$ cat src/rtl/rapids_pkg.sv
// Shared types and constants for the instruction prefetch path.
package rapids_pkg;

    localparam int DEF_ADDR_W  = 32;
    localparam int DEF_INSTR_W = 32;
    localparam int PC_STEP     = 4;

    typedef enum logic [1:0] {
        IDLE  = 2'd0,
        FETCH = 2'd1,
        FAULT = 2'd2
    } fetch_state_t;

    typedef struct packed {
        logic [DEF_INSTR_W-1:0] instr;
        logic [DEF_ADDR_W-1:0]  pc;
        logic                   fault;
    } fetch_entry_t;

endpackage

$ cat src/rtl/fetch_fifo.sv
// Circular buffer of fetched entries; head is presented combinationally, zero when empty.
module fetch_fifo
    import rapids_pkg::*;
#(
    parameter int  DEPTH   = 4,
    parameter type entry_t = fetch_entry_t,
    localparam int PTR_W   = $clog2(DEPTH),
    localparam int CNT_W   = PTR_W + 1
) (
    input  logic             clk,
    input  logic             reset,
    input  logic             push,
    input  logic             pop,
    input  logic             flush,
    input  entry_t           wr_data,
    output entry_t           rd_data,
    output logic [CNT_W-1:0] count,
    output logic             full
);

    entry_t           mem [DEPTH];
    logic [PTR_W-1:0] rd_ptr;
    logic [PTR_W-1:0] wr_ptr;
    logic             empty;
    logic             do_push;
    logic             do_pop;

    assign empty   = (count == '0);
    assign full    = (count == CNT_W'(DEPTH));
    // No full bypass: a push is refused at DEPTH even when the head leaves.
    assign do_push = push && !full;
    assign do_pop  = pop && !empty;

    always_ff @(posedge clk) begin
        if (reset || flush) begin
            rd_ptr <= '0;
            wr_ptr <= '0;
            count  <= '0;
        end else begin
            if (do_push) wr_ptr <= wr_ptr + 1'b1;
            if (do_pop)  rd_ptr <= rd_ptr + 1'b1;
            count <= count + CNT_W'(do_push) - CNT_W'(do_pop);
        end
    end

    always_ff @(posedge clk) begin
        if (do_push) mem[wr_ptr] <= wr_data;
    end

    always_comb begin
        rd_data = '0;
        if (!empty) rd_data = mem[rd_ptr];
    end

endmodule

$ cat src/rtl/fetch_queue.sv
// Prefetch stage: owns the fetch PC, talks to the MMU instruction port, and
// feeds a small queue of {instr, pc, fault} entries to the controlpath.
module fetch_queue
    import rapids_pkg::*;
#(
    parameter int                DEPTH    = 4,
    parameter int                ADDR_W   = DEF_ADDR_W,
    parameter int                INSTR_W  = DEF_INSTR_W,
    parameter logic [ADDR_W-1:0] RESET_PC = '0,
    localparam int               CNT_W    = $clog2(DEPTH) + 1
) (
    input  logic               clk,
    input  logic               reset,
    input  logic               run,
    input  logic               redirect,
    input  logic [ADDR_W-1:0]  redirect_pc,
    output logic [ADDR_W-1:0]  mmu_addr,
    input  logic [INSTR_W-1:0] mmu_instr,
    input  logic               mmu_wait,
    input  logic               mmu_segv,
    output logic [INSTR_W-1:0] instr,
    output logic [ADDR_W-1:0]  instr_pc,
    output logic               instr_fault,
    output logic               instr_valid,
    input  logic               instr_take,
    output logic [CNT_W-1:0]   count
);

    typedef struct packed {
        logic [INSTR_W-1:0] instr;
        logic [ADDR_W-1:0]  pc;
        logic               fault;
    } entry_t;

    fetch_state_t      state;
    logic [ADDR_W-1:0] pc;
    entry_t            wr_entry;
    entry_t            head;
    logic              full;
    logic              accept;
    logic              pop;

    assign accept = (state == FETCH) && run && !redirect && !mmu_wait && !full;
    // A redirect flushes the queue, so a same-cycle take has nothing to remove.
    assign pop    = instr_take && !redirect;

    always_comb begin
        wr_entry.instr = mmu_segv ? '0 : mmu_instr;
        wr_entry.pc    = pc;
        wr_entry.fault = mmu_segv;
    end

    fetch_fifo #(
        .DEPTH   (DEPTH),
        .entry_t (entry_t)
    ) u_fifo (
        .clk     (clk),
        .reset   (reset),
        .push    (accept),
        .pop     (pop),
        .flush   (redirect),
        .wr_data (wr_entry),
        .rd_data (head),
        .count   (count),
        .full    (full)
    );

    always_ff @(posedge clk) begin
        if (reset) begin
            state <= IDLE;
            pc    <= RESET_PC;
        end else if (redirect) begin
            pc    <= {redirect_pc[ADDR_W-1:2], 2'b00};
            state <= run ? FETCH : IDLE;
        end else begin
            case (state)
                IDLE: begin
                    if (run) state <= FETCH;
                end
                FETCH: begin
                    if (!run) begin
                        state <= IDLE;
                    end else if (accept) begin
                        // A faulting address is held so the PC still names it.
                        if (mmu_segv) state <= FAULT;
                        else          pc    <= pc + ADDR_W'(PC_STEP);
                    end
                end
                FAULT:   state <= FAULT;
                default: state <= IDLE;
            endcase
        end
    end

    assign mmu_addr    = pc;
    assign instr       = head.instr;
    assign instr_pc    = head.pc;
    assign instr_fault = head.fault;
    assign instr_valid = (count != '0);

endmodule
$ cat config.mk
export PLATFORM = sky130hd
export DESIGN_NAME = fetch_queue
export DESIGN_NICKNAME = d
export VERILOG_FILES = /design/src/rtl/rapids_pkg.sv /design/src/rtl/fetch_fifo.sv /design/src/rtl/fetch_queue.sv
export SDC_FILE = /design/constraint.sdc
export NUM_CORES = 1
export LEC_CHECK = 0
export CORE_ASPECT_RATIO = 0.8
export CORE_UTILIZATION = 40
export DETAILED_ROUTE_END_ITERATION = 7
export SLEW_MARGIN = 20
export SYNTH_ARGS = -nofsm -noshare
export SYNTH_HDL_FRONTEND = slang
export SYNTH_SLANG_ARGS = --single-unit
$ cat constraint.sdc
create_clock -name clk -period 6.75 [get_ports clk]
set_input_delay 0.675 -clock clk [delete_from_list [all_inputs] [get_ports clk]]
set_output_delay 0.675 -clock clk [all_outputs]
set_load 0.01 [all_outputs]
=== Word-level counts from Yosys, hierarchy flattened ===
Memories as Yosys holds them, arrays and structs flattened. A register that Yosys moved wholly into a read port is not among the register bits.
Cells that the tools add are included.

* Register bits: 41
* Memory bits (writable): 260
* Bits of input ports: 71
* Output and inout bits: 101
* Word-level logic and storage cells: 60
* Memories kept: 1

{| class="wikitable"
|+ Memory list
! memory !! words !! width !! rd ports !! clocked after memory_dff !! wr ports !! line !! source
|-
| u_fifo.mem || 4 || 65 || 1 || 1 || 1 || fetch_fifo.sv:21 || <nowiki>entry_t mem [DEPTH];</nowiki>
|}

* Add/subtract/negate cells: 5
* Equal/unequal tests: 7
* Multiplexer cells: 18
* Bitwise operators: 1
* Reduce and logical (&&, ||, !) cells: 22

{| class="wikitable"
|+ Operators with widths
! cell !! number
|-
| 32-bit two-way mux || 6
|-
| 65-bit two-way mux || 1
|-
| 32-bit by 3-bit adder with 32-bit output, second input constant || 1
|-
| 2-bit two-way mux || 7
|-
| 4-bit AND reduction || 2
|-
| 1-bit logical AND || 7
|-
| 2-bit one-hot mux with 3 select lines || 1
|-
| 2-bit nonzero test || 3
|-
| 2-bit by 1-bit adder with 2-bit output, second input constant || 2
|-
| 1-bit zero test || 4
|-
| 4-bit by 3-bit inequality test with 1-bit output, second input constant || 1
|-
| 4-bit inequality test, second input constant || 1
|-
| 3-bit by 1-bit adder with 3-bit output || 1
|-
| 3-bit equality test, second input constant || 1
|-
| 3-bit zero test || 1
|-
| 1-bit two-way mux || 3
|-
| 3-bit inequality test, second input constant || 1
|-
| 3-bit AND reduction || 1
|-
| 3-bit nonzero test || 1
|-
| 3-bit by 1-bit subtractor with 3-bit output || 1
|-
| 2-bit by 1-bit equality test with 1-bit output, second input constant || 1
|-
| 2-bit equality test, second input constant || 1
|-
| 2-bit zero test || 1
|-
| 2-bit inequality test, second input constant || 1
|-
| other kinds (3) || 3
|}

=== Longest topological paths before layout ===
Gate-level depths: netlist of run 1.

* Depth in word-level cells: 9
* Mapped depth: 11
* Depth with buffers taken out: 10

=== By module ===
A second synthesis of run 1 with hierarchy kept.

* Cell total of the unflattened synthesis: 785
* Area, all modules: 12754.7 µm²

{| class="wikitable"
|+ Modules (own cells, without submodules)
! module !! instances !! cells an instance !! area an instance (µm²) !! seq. area each (µm²)
|-
| fetch_fifo || 1 || 461 || 10301.1 || 7987.7
|-
| fetch_queue || 1 || 324 || 2453.6 || 640.6
|}

=== Least setup slack after synthesis of run 1 ===
No wires, ideal clock.

* Kind: input-to-reg
* Start point: input port redirect
* End point: memory u_fifo.mem[0][0] (netlist name), enable pin
* Library setup time: 428 ps
* Arrival: 3020 ps
* Data required time: 6322 ps
* Path slack: 3302 ps
* Cell stages on the path: 5
* Buffers on the path: 1
* Cell sequence: buf_2 -> nand4bb_4 -> or3_4 -> clkinv_1 -> and2_1

* Cells in the longest elaborated chain, start to end: 7

{| class="wikitable"
|+ Ends and longest elaborated chain
! what !! line !! source
|-
| start: declaration || fetch_queue.sv:15 || <nowiki>input logic redirect,</nowiki>
|-
| 1-bit zero test || fetch_queue.sv:43 || <nowiki>assign accept = (state == FETCH) && run && !redirect && !mmu_wait && !full;</nowiki>
|-
| 1-bit logical AND (3 in series) || fetch_queue.sv:43 ||
|-
| 1-bit logical AND || fetch_fifo.sv:31 || <nowiki>assign do_push = push && !full;</nowiki>
|-
| net u_fifo.do_push || fetch_fifo.sv:25 || <nowiki>logic do_push;</nowiki>
|-
| 1-bit two-way mux || fetch_fifo.sv:47 || <nowiki>if (do_push) mem[wr_ptr] <= wr_data;</nowiki>
|-
| 1-bit two-way mux (implied by the code) || fetch_fifo.sv:47 ||
|-
| end: declaration || fetch_fifo.sv:21 ||
|}

The timed path passes the listed nets, and every way through them passes these cells.

==> summary.md, run 1 <==
| Metric | Value |
|---|---|
| Clock Path Buffers | 3 |
| Final net count | 980 |
| CP startpoint kind | flip-flop |
| ANT nets after route | 0 |
| Post-CTS setup buffer count | 0 |
| Avg Vias per Cell | 5.30 |
| CTS tree | yes |
| Placed Instances | 1281 |
| Leak | 4.87 nW |
| DRT iter0 DRCs | 474 |
| Std cell rows | 57 |
| Crit path required time | 6070 ps |
| GRT overflow | 0 |
| Final wirelength | 27.8 mm |
| First-pass iteration count of the detailed router | 5 |
| Worst-path clk slew | 60 ps |
| Post-Syn Area | 12500 um^2 |
| Worst Hold Endpoint | u_fifo.wr_ptr[1] |
| Initial core utilization | 40.8% |
| H-tree Lvls | 1 |
| Syn Area/Cell | 16.1 um^2 |
| CTS Hold Bufs | 0 |
| First-pass GRT wire length | 43.1 mm |
| Post-Layout Cell Count | 1338 |
| Worst slack at placement | 3180 ps |
| CTS buffer count | 31 |
| Clk_skew | 9.78 ps |
| Final period util | 59.6% |
| Setup CP Type | reg -> out |
| Critical path fanouts, max | 39 |
| Max Used Layer | met4 |
| Ys async rst share | 0% |
| Most used DFF post-synth | edfxtp_1 |
| Initial antenna violation count | 0 |
| Hold depth | 2 |
| Io pins | 172 |
| Die Area | 31900 um^2 |
| Area delta synth->final | 23.0% |
| Final core occ | 50.2% |
| RSZ-0062 raised after global routing | no |
| Pin count of the biggest net entering global routing | 67 |
| Chip Height | 160 um |
| Via Count | 7087 |
| Reg2reg path depth | 11 |
| Number of synthesized flops with an enable pin | 252 |
| Antenna diodes | 0 |
| Final setup vio count | 0 |
| Wire length on met1 | 13.1 mm |
| CP Data Arrival Time | 3340 ps |
| Met3 routed WL | 1.31 mm |
| Area post-placement | 14300 um^2 |
| Hold Startpoint | u_fifo.wr_ptr[1] |
| CORE AREA | 30500 um^2 |
| Maximum VDD drop | 0.172 mV |
| Layout cells sized above 1 | 15.0% |
| Max Cap Violations | 0 |
| Tot GR Track Use | 17.9% |
| Clk sinks | 293 |
| Fin area | 15300 um^2 |
| Power per cell area | 257 nW/um^2 |
| Yosys warns | 0 |
| Die Wd | 199 um |
| Final max-slew violation count | 0 |
| Register area share after synthesis | 67.3% |
| Critical R2R Capture | u_fifo.count[2] |
| Worst-Margin Slew | 1070 ps |
| Met2 Routed Length | 12.8 mm |
| Later-pin clock latency in the skew report | 560 ps |
| Flop2flop setup slack | 3840 ps |
| Fmax | 0.249 GHz |
| Setup WS post-layout | 2730 ps |
| Routed wire per std cell | 20.8 um |
| HP Class | reg -> reg |
| Cells after Synth | 773 |
| DRC viols | 0 |
| PostCTS Resize Cnt | 0 |
| Yosys reg bits | 293 |
| Status | finished clean |
| GPL Wtd Cong | 0.750 |
| Root Buffer | clkbuf_16 |
| Vias in the first global route | 7294 |
| Crit end category | primary output |
| Slew margin rel. | 28.4% |
| DP Wirelength | 15.6 mm |
| RR Startpoint | u_fifo.count[2] |
| Sum Neg Setup Slack | 0 ps |
| Final hold violations | 0 |
| Port bufs | 165 |
| Synth cell types | 63 |
| Minimum clock period | 4020 ps |
## layout make-up
cell class / count / area [um^2]
Fill cell: 2634 / 15200
Sequential cell: 293 / 8400
Multi-Input combinational cell: 386 / 3580
Timing Repair Buffer: 171 / 1690
Clock buffer: 38 / 832
Tap cell: 413 / 517
Clock inverter: 19 / 235
Inverter: 18 / 67.6
## power by group
| group | internal, W | switching, W | total (W) |
|---|---|---|---|
| Combinational | 0.0000868 | 0.0000712 | 0.000158 |
| Sequential | 0.00198 | 0.0000320 | 0.00201 |
| Clock | 0.00107 | 0.000702 | 0.00177 |
## cell families (layout without fill, tap and decap cells)
| group | after synthesis | count (layout) | share of synthesized area, % |
|---|---|---|---|
| buffers and inverters | 97 | 246 | 4.12 |
| AND/OR/NAND/NOR | 237 | 237 | 11.5 |
| AO/OA/AOI/OAI | 68 | 68 | 4.36 |
| XOR/XNOR | 6 | 6 | 0.422 |
| other | 1 | 4 | 0.0301 |
| multiplexers | 63 | 63 | 11.4 |
| adder cells (fa/ha/maj) | 8 | 8 | 0.864 |
| flip-flops | 293 | 293 | 67.3 |
## per-layer routing
layer / global-route usage, % / up-vias
met5: 0 / -
met4: 4.13 / 0
met3: 3.34 / 46
met2: 28.1 / 186
met1: 25.7 / 3620
li1: - / 3235
## synth_stat cells, drive strengths merged, types with 4 or more instances
cell type,number,area [um^2]
edfxtp,252,7570
and2,69,432
mux4,63,1420
buf,47,324
dfxtp,41,821
nor2b,34,213
nor2,33,124
clkbuf,32,121
nand2,20,75.1
inv,17,63.8
a211oi,12,90.1
nor4,12,81.3
and4,10,87.6
o31ai,10,75.1
nand3,9,45.0
nand4,9,71.3
a311oi,7,61.3
ha,7,87.6
nor3,7,35.0
and3,6,37.5
nand2b,6,37.5
or4,6,45.0
or3,5,36.3
xnor2,5,43.8
a2111oi,4,36.3
a21oi,4,20.0
## worst max-delay path, cell delays in order (launching register included)
cell             delay (ps)
dfxtp_4                 920
buf_4                   590
mux4_2                  560
and2_1                  200
clkdlybuf4s50_1         480
## placed cells by master (no fill, tap or decap), types with 3 or more instances in the layout
cell type / netlist / layout
and2_1: 69 / 65
o31ai_1: 10 / 10
a211o_1: 3 / 3
nor2b_1: 34 / 34
a221oi_1: 3 / 3
edfxtp_1: 252 / 252
and4_1: 10 / 10
mux4_2: 63 / 63
nand3_1: 9 / 9
clkinvlp_4: 0 / 4
clkbuf_8: 0 / 3
clkinv_2: 0 / 8
xnor2_1: 5 / 5
and3_1: 6 / 6
o21ai_0: 3 / 3
a311oi_1: 7 / 7
and2_4: 0 / 4
nand2_1: 20 / 20
or3_1: 4 / 3
a211oi_1: 12 / 12
conb_1: 1 / 4
nand2b_1: 6 / 6
o211ai_1: 3 / 3
buf_4: 34 / 6
nor4_1: 11 / 11
ha_1: 7 / 7
dfxtp_1: 41 / 39
clkbuf_16: 0 / 31
bufinv_16: 0 / 5
or4_1: 6 / 6
a21oi_1: 4 / 4
clkbuf_1: 31 / 4
nor2_1: 33 / 33
nor3_1: 7 / 7
clkdlybuf4s50_1: 0 / 164
a2111oi_0: 3 / 3
a31oi_1: 3 / 3
nand4_1: 8 / 8
inv_1: 17 / 17
## how the worst max path moves through the flow
stage | start | endpoint | depth (start not counted)
final | flip-flop | instr_pc[24] | 4
after global routing | flip-flop | instr_pc[27] | 4
after CTS | flip-flop | instr_pc[27] | 4
after detailed placement | flip-flop | instr_pc[27] | 4
after global placement | flip-flop | instr_pc[27] | 4
after floorplan | redirect | u_fifo.mem[0][0] | 5
## through the flow
| step | power, W | hold slack, ps |
|---|---|---|
| 2_1_floorplan | 0.00212 | 469 |
| 6_report | 0.00394 | 503 |
| 4_1_cts | 0.00397 | 505 |
| 3_5_place_dp | 0.00221 | 496 |
| 3_3_place_gp | 0.00221 | 491 |
| 5_1_grt | 0.00406 | 524 |
## flip-flops by register name (all words and copies together) (netlist names), named ones only
name and flops:
mmu_addr 30, state 2, u_fifo.count 3, u_fifo.mem 252, u_fifo.rd_ptr 2, u_fifo.wr_ptr 2
Note: power is estimated with default switching activity, not from simulation.
==> run 2: changes to the inputs <==
clock period = 3.8 ns   (was 6.75 ns; I/O delays follow)
==> run 2 against run 1 <==
Clock power increased by 58%. Critical path depth unchanged. Non-clock buffer count increased by 13. First-iteration DRC count increased by 20%. Flip-flop and latch count unchanged. Utilization increased by 0.21 points. Critical path type unchanged. Combinational power increased by 79%. Global-route usage decreased by 0.052 points. Cell count increased by 0.82%. Sequential share of layout area decreased by 0.23 points.
==> summary.md, run 2 (same netlist as run 1, synthesis figures left out) <==
| Metric | Value |
|---|---|
| Via Count | 7130 |
| Status | finished clean |
| GRT overflow | 0 |
| Pin count of the biggest net entering global routing | 66 |
| GPL Wtd Cong | 0.756 |
| Std cell rows | 57 |
| NetSw | 0.00135 W |
| Root Buffer | clkbuf_16 |
| Max reg flops | 252 |
| Leak | 4.90 nW |
| Die Wd | 199 um |
| Chip Height | 160 um |
| Minimum clock period | 3080 ps |
| Worst-path clk slew | 60 ps |
| Hold Startpoint | redirect_pc[12] |
| Hold depth | 3 |
| Tot GR Track Use | 17.8% |
| Most common cell after layout, fill and taps aside | edfxtp_1 |
| DRC viols | 0 |
| CTS tree | yes |
| Critical R2R Capture | u_fifo.count[2] |
| Worst slack at placement | 1010 ps |
| CTS buffer count | 30 |
| H-tree Lvls | 1 |
| Post-CTS setup buffer count | 0 |
| Maximum VDD drop | 0.306 mV |
| Die Area | 31900 um^2 |
| Final setup vio count | 0 |
| Final wirelength | 27.8 mm |
| Routed wire per std cell | 20.6 um |
| Crit path required time | 3420 ps |
| Avg Vias per Cell | 5.29 |
| Initial antenna violation count | 0 |
| Final net count | 992 |
| Placed Instances | 1294 |
| CP startpoint kind | flip-flop |
| DP Wirelength | 17.2 mm |
| Clock Path Buffers | 3 |
| Layout cells sized above 1 | 14.9% |
| Final core occ | 50.4% |
| Setup CP Type | reg -> out |
| Vias in the first global route | 7216 |
| Power per cell area | 432 nW/um^2 |
| RR Startpoint | u_fifo.count[2] |
| Switching Share | 20.3% |
| Max Cap Violations | 0 |
| Pint | 0.00530 W |
| Top reg by flops | u_fifo.mem |
| Final max-slew violation count | 0 |
| Initial core utilization | 40.8% |
| Slew margin rel. | 36.9% |
| Post-Layout Cell Count | 1349 |
| Clock group share of total power | 41.9% |
| Sequential share of power | 53.8% |
| Commonest non-fill, non-tap cells in the layout | edfxtp_1 (252), clkdlybuf4s50_1 (164), and2_1 (65), mux4_2 (63), dfxtp_1 (39) |
| CORE AREA | 30500 um^2 |
| Crit end category | primary output |
| Later-pin clock latency in the skew report | 540 ps |
| Reg2reg path depth | 10 |
| PostCTS Resize Cnt | 0 |
| First-pass GRT wire length | 43.3 mm |
| RSZ-0062 raised after global routing | no |
| HP Class | in -> reg |
| CTS Hold Bufs | 0 |
| Port bufs | 165 |
| Worst Hold Endpoint | mmu_addr[12] |
| Antenna diodes | 0 |
| CP Data Arrival Time | 2700 ps |
| Sum Neg Setup Slack | 0 ps |
| Setup WS post-layout | 715 ps |
| ANT nets after route | 0 |
| Clk sinks | 293 |
| Io pins | 172 |
| Area delta synth->final | 23.5% |
| First-pass iteration count of the detailed router | 5 |
| DRT iter0 DRCs | 571 |
| Power share of the combinational group | 4.3% |
| Final hold violations | 0 |
| Tot Pwr | 0.00664 W |
| Final period util | 81.2% |
| Clk_skew | 12.7 ps |
| Critical path fanouts, max | 15 |
| Flop2flop setup slack | 1360 ps |
| Fmax | 0.324 GHz |
| Worst-Margin Slew | 947 ps |
[run 2: cell count changes in the layout (fill, tap and decap cells not counted), moves of 2 or more]
cell,before,now
buf_12,0,8
buf_4,6,11
bufinv_16,5,1
clkbuf_1,4,13
clkinv_1,2,4
clkinv_2,8,2
clkinvlp_4,4,1
[run 2: power by group through the flow]
stage / Combinational (W) / Clock [W] / Sequential [W]
floorplan: 0.000154 / 0 / 0.00362
global placement: 0.000283 / 0 / 0.00364
detailed placement: 0.000285 / 0 / 0.00364
CTS: 0.000287 / 0.00285 / 0.00358
global route: 0.000306 / 0.00296 / 0.00358
finish: 0.000283 / 0.00279 / 0.00358
[run 2: per-stage QoR]
step / cell area (um^2) / hold WS, ps
2_1_floorplan: 12500 / 469
3_3_place_gp: 14500 / 491
3_5_place_dp: 14500 / 492
4_1_cts: 15400 / 395
5_1_grt: 15400 / 430
6_report: 15400 / 419
[run 2: worst max-delay path by stage]
stage	startpoint	end	slack [ps]	cells after the start
final	flip-flop	instr[15]	720	4
after CTS	flip-flop	instr_pc[17]	610	4
after global routing	flip-flop	instr_pc[17]	510	4
after detailed placement	run	u_fifo.mem[2][45]	1010	6
after floorplan	u_fifo.count[1]	u_fifo.mem[0][0]	640	5
after global placement	run	u_fifo.count[2]	1030	10
[run 2: worst max-delay path, cell delays in order (launching register included)]
cell and delay, ps:
dfxtp_4 560, buf_4 380, mux4_2 570, and2_1 170, clkdlybuf4s50_1 470
[run 2: routing by layer]
layer	wire, um	up-vias	GRT usage (%)
met3	1280	32	2.45
met2	12900	193	27.7
met5	0	-	0
li1	-	3272	-
met4	449	0	3.36
met1	13100	3633	26.8
[run 2: final cells by class]
type | count | area [um^2]
sequential | 293 | 8400
timing repair buffer | 184 | 1890
clock buffer | 47 | 866
clock inverter | 8 | 67.6
fill | 2665 | 15100
tap | 413 | 517
inverter | 18 | 67.6
multi-input combinational | 386 | 3580
==> run 3: changes to the inputs <==
clock period = 2.7 ns   (was 3.8 ns; I/O delays follow)
==> run 3 against run 2 <==
Register-to-register slack worse by 1000 ps. Combinational power is 55% higher. Largest power group unchanged. Power is 48% higher. Critical endpoint is now instr[25]. Clock power is 57% higher. Clock skew is 6.0 ps higher. Flip-flop and latch count stayed put. Worst setup slack worse by 660 ps.
==> summary.md, run 3 (same netlist as run 1, synthesis figures left out) <==
| Metric | Value |
|---|---|
| Initial antenna violation count | 0 |
| DRC viols | 0 |
| First-pass iteration count of the detailed router | 5 |
| Later-pin clock latency in the skew report | 550 ps |
| Die Wd | 199 um |
| Flop2flop setup slack | 330 ps |
| Max reg flops | 252 |
| Pint | 0.00785 W |
| CP Data Arrival Time | 2370 ps |
| CTS Hold Bufs | 0 |
| Clk sinks | 293 |
| ANT nets after route | 0 |
| Met2 Routed Length | 13.4 mm |
| Max Used Layer | met4 |
| Crit end category | primary output |
| Wire length on met1 | 13.4 mm |
| CTS buffer count | 30 |
| Maximum VDD drop | 0.427 mV |
| Antenna diodes | 0 |
| Crit path required time | 2430 ps |
| NetSw | 0.00199 W |
| Tot GR Track Use | 17.9% |
| Power per cell area | 620 nW/um^2 |
| Root Buffer | clkbuf_16 |
| Chip Height | 160 um |
| Clock Path Buffers | 3 |
| Via Count | 7246 |
| Top reg by flops | u_fifo.mem |
| Status | finished clean |
| Met3 routed WL | 1.22 mm |
| Worst-Margin Slew | 598 ps |
| CTS tree | yes |
| Final hold violations | 0 |
| CP startpoint kind | flip-flop |
| Worst-path clk slew | 60 ps |
| Max Cap Violations | 0 |
| Io pins | 172 |
| Final max-slew violation count | 0 |
| Final core occ | 52.0% |
| Final wirelength | 28.6 mm |
| DP Wirelength | 17.7 mm |
| Layout cells sized above 1 | 18.6% |
| Routed wire per std cell | 20.7 um |
| Tot Pwr | 0.00984 W |
| Final net count | 1021 |
| H-tree Lvls | 1 |
| RR Startpoint | u_fifo.count[2] |
| Fmax | 0.379 GHz |
| Power share of the combinational group | 4.5% |
| Std cell rows | 57 |
| Most common cell after layout, fill and taps aside | edfxtp_1 |
| Clock group share of total power | 44.6% |
| CORE AREA | 30500 um^2 |
| Avg Vias per Cell | 5.25 |
| Die Area | 31900 um^2 |
| DRT iter0 DRCs | 456 |
| Sum Neg Setup Slack | 0 ps |
| Slew margin rel. | 60.1% |
| Switching Share | 20.2% |
| Area post-placement | 14700 um^2 |
| RSZ-0062 raised after global routing | yes |
| GRT overflow | 0 |
| Leak | 5.46 nW |
| GPL Wtd Cong | 0.791 |
| HP Class | in -> reg |
| Pin count of the biggest net entering global routing | 66 |
| Final period util | 97.8% |
| Vias in the first global route | 7314 |
| Final setup vio count | 0 |
| Fin area | 15900 um^2 |
| Port bufs | 165 |
| Area delta synth->final | 27.4% |
| Post-Layout Cell Count | 1379 |
| Setup CP Type | reg -> out |
| Critical path fanouts, max | 12 |
| Clk_skew | 18.7 ps |
| Commonest non-fill, non-tap cells in the layout | edfxtp_1 (252), clkdlybuf4s50_1 (130), and2_1 (64), mux4_2 (63), dfxtp_1 (39) |
| Sequential share of power | 50.9% |
| Placed Instances | 1314 |
| First-pass GRT wire length | 43.2 mm |
| Hold Startpoint | redirect_pc[20] |
| Minimum clock period | 2640 ps |
| Initial core utilization | 40.8% |
-- run 3: cell count changes in the layout (fill, tap and decap cells not counted), moves of 2 or more --
cell / before / now
clkbuf_1: 13 / 1
dlymetal6s2s_1: 0 / 11
bufinv_16: 1 / 6
dlygate4sd2_1: 0 / 22
clkinv_1: 4 / 6
buf_4: 11 / 28
clkdlybuf4s50_1: 164 / 130
clkinv_2: 2 / 9
buf_12: 8 / 16
clkbuf_8: 3 / 0
-- run 3: area by class of cell --
type	count	area, um^2
multi-input combinational	386	3590
timing repair buffer	213	2260
sequential	293	8400
tap	413	517
clock inverter	24	277
fill	2586	14600
inverter	18	67.6
clock buffer	32	779
-- run 3: repair_timing --
action	in CTS	in global routing
gates cloned	0	1
resized for setup	27	17
buffers inserted	1	7
setup endpoints to repair	64	31
-- run 3: stage by stage --
step           setup slack [ps]  hold WS (ps)
2_1_floorplan               233           369
3_3_place_gp                174           489
3_5_place_dp                147           505
4_1_cts                   -5.17           282
5_1_grt                   -12.5           299
6_report                   58.6           298
-- run 3: per-layer routing --
layer / up-vias / GRT usage [%]
met5: - / 0
met4: 0 / 4.13
met3: 42 / 2.64
met2: 198 / 28.2
met1: 3681 / 26.2
li1: 3325 / -
-- run 3: final timing paths --
kind	to	depth (start not counted)
min	mmu_addr[20]	3
max	instr[25]	4
max reg2reg	u_fifo.count[2]	10
min reg2reg	state[1]	2
-- run 3: critical path, cell delays in order, from the launching register on --
cell and delay, ps:
dfxtp_4 470, buf_12 200, mux4_2 490, and2_1 180, clkdlybuf4s50_1 480
-- run 3: power by group through the flow --
stage               Clock [W]  Sequential (W)  Combinational (W)
global placement            0         0.00510           0.000437
CTS                   0.00448         0.00501           0.000443
global route          0.00466         0.00501           0.000476
floorplan                   0         0.00510           0.000216
detailed placement          0         0.00511           0.000441
finish                0.00439         0.00501           0.000440
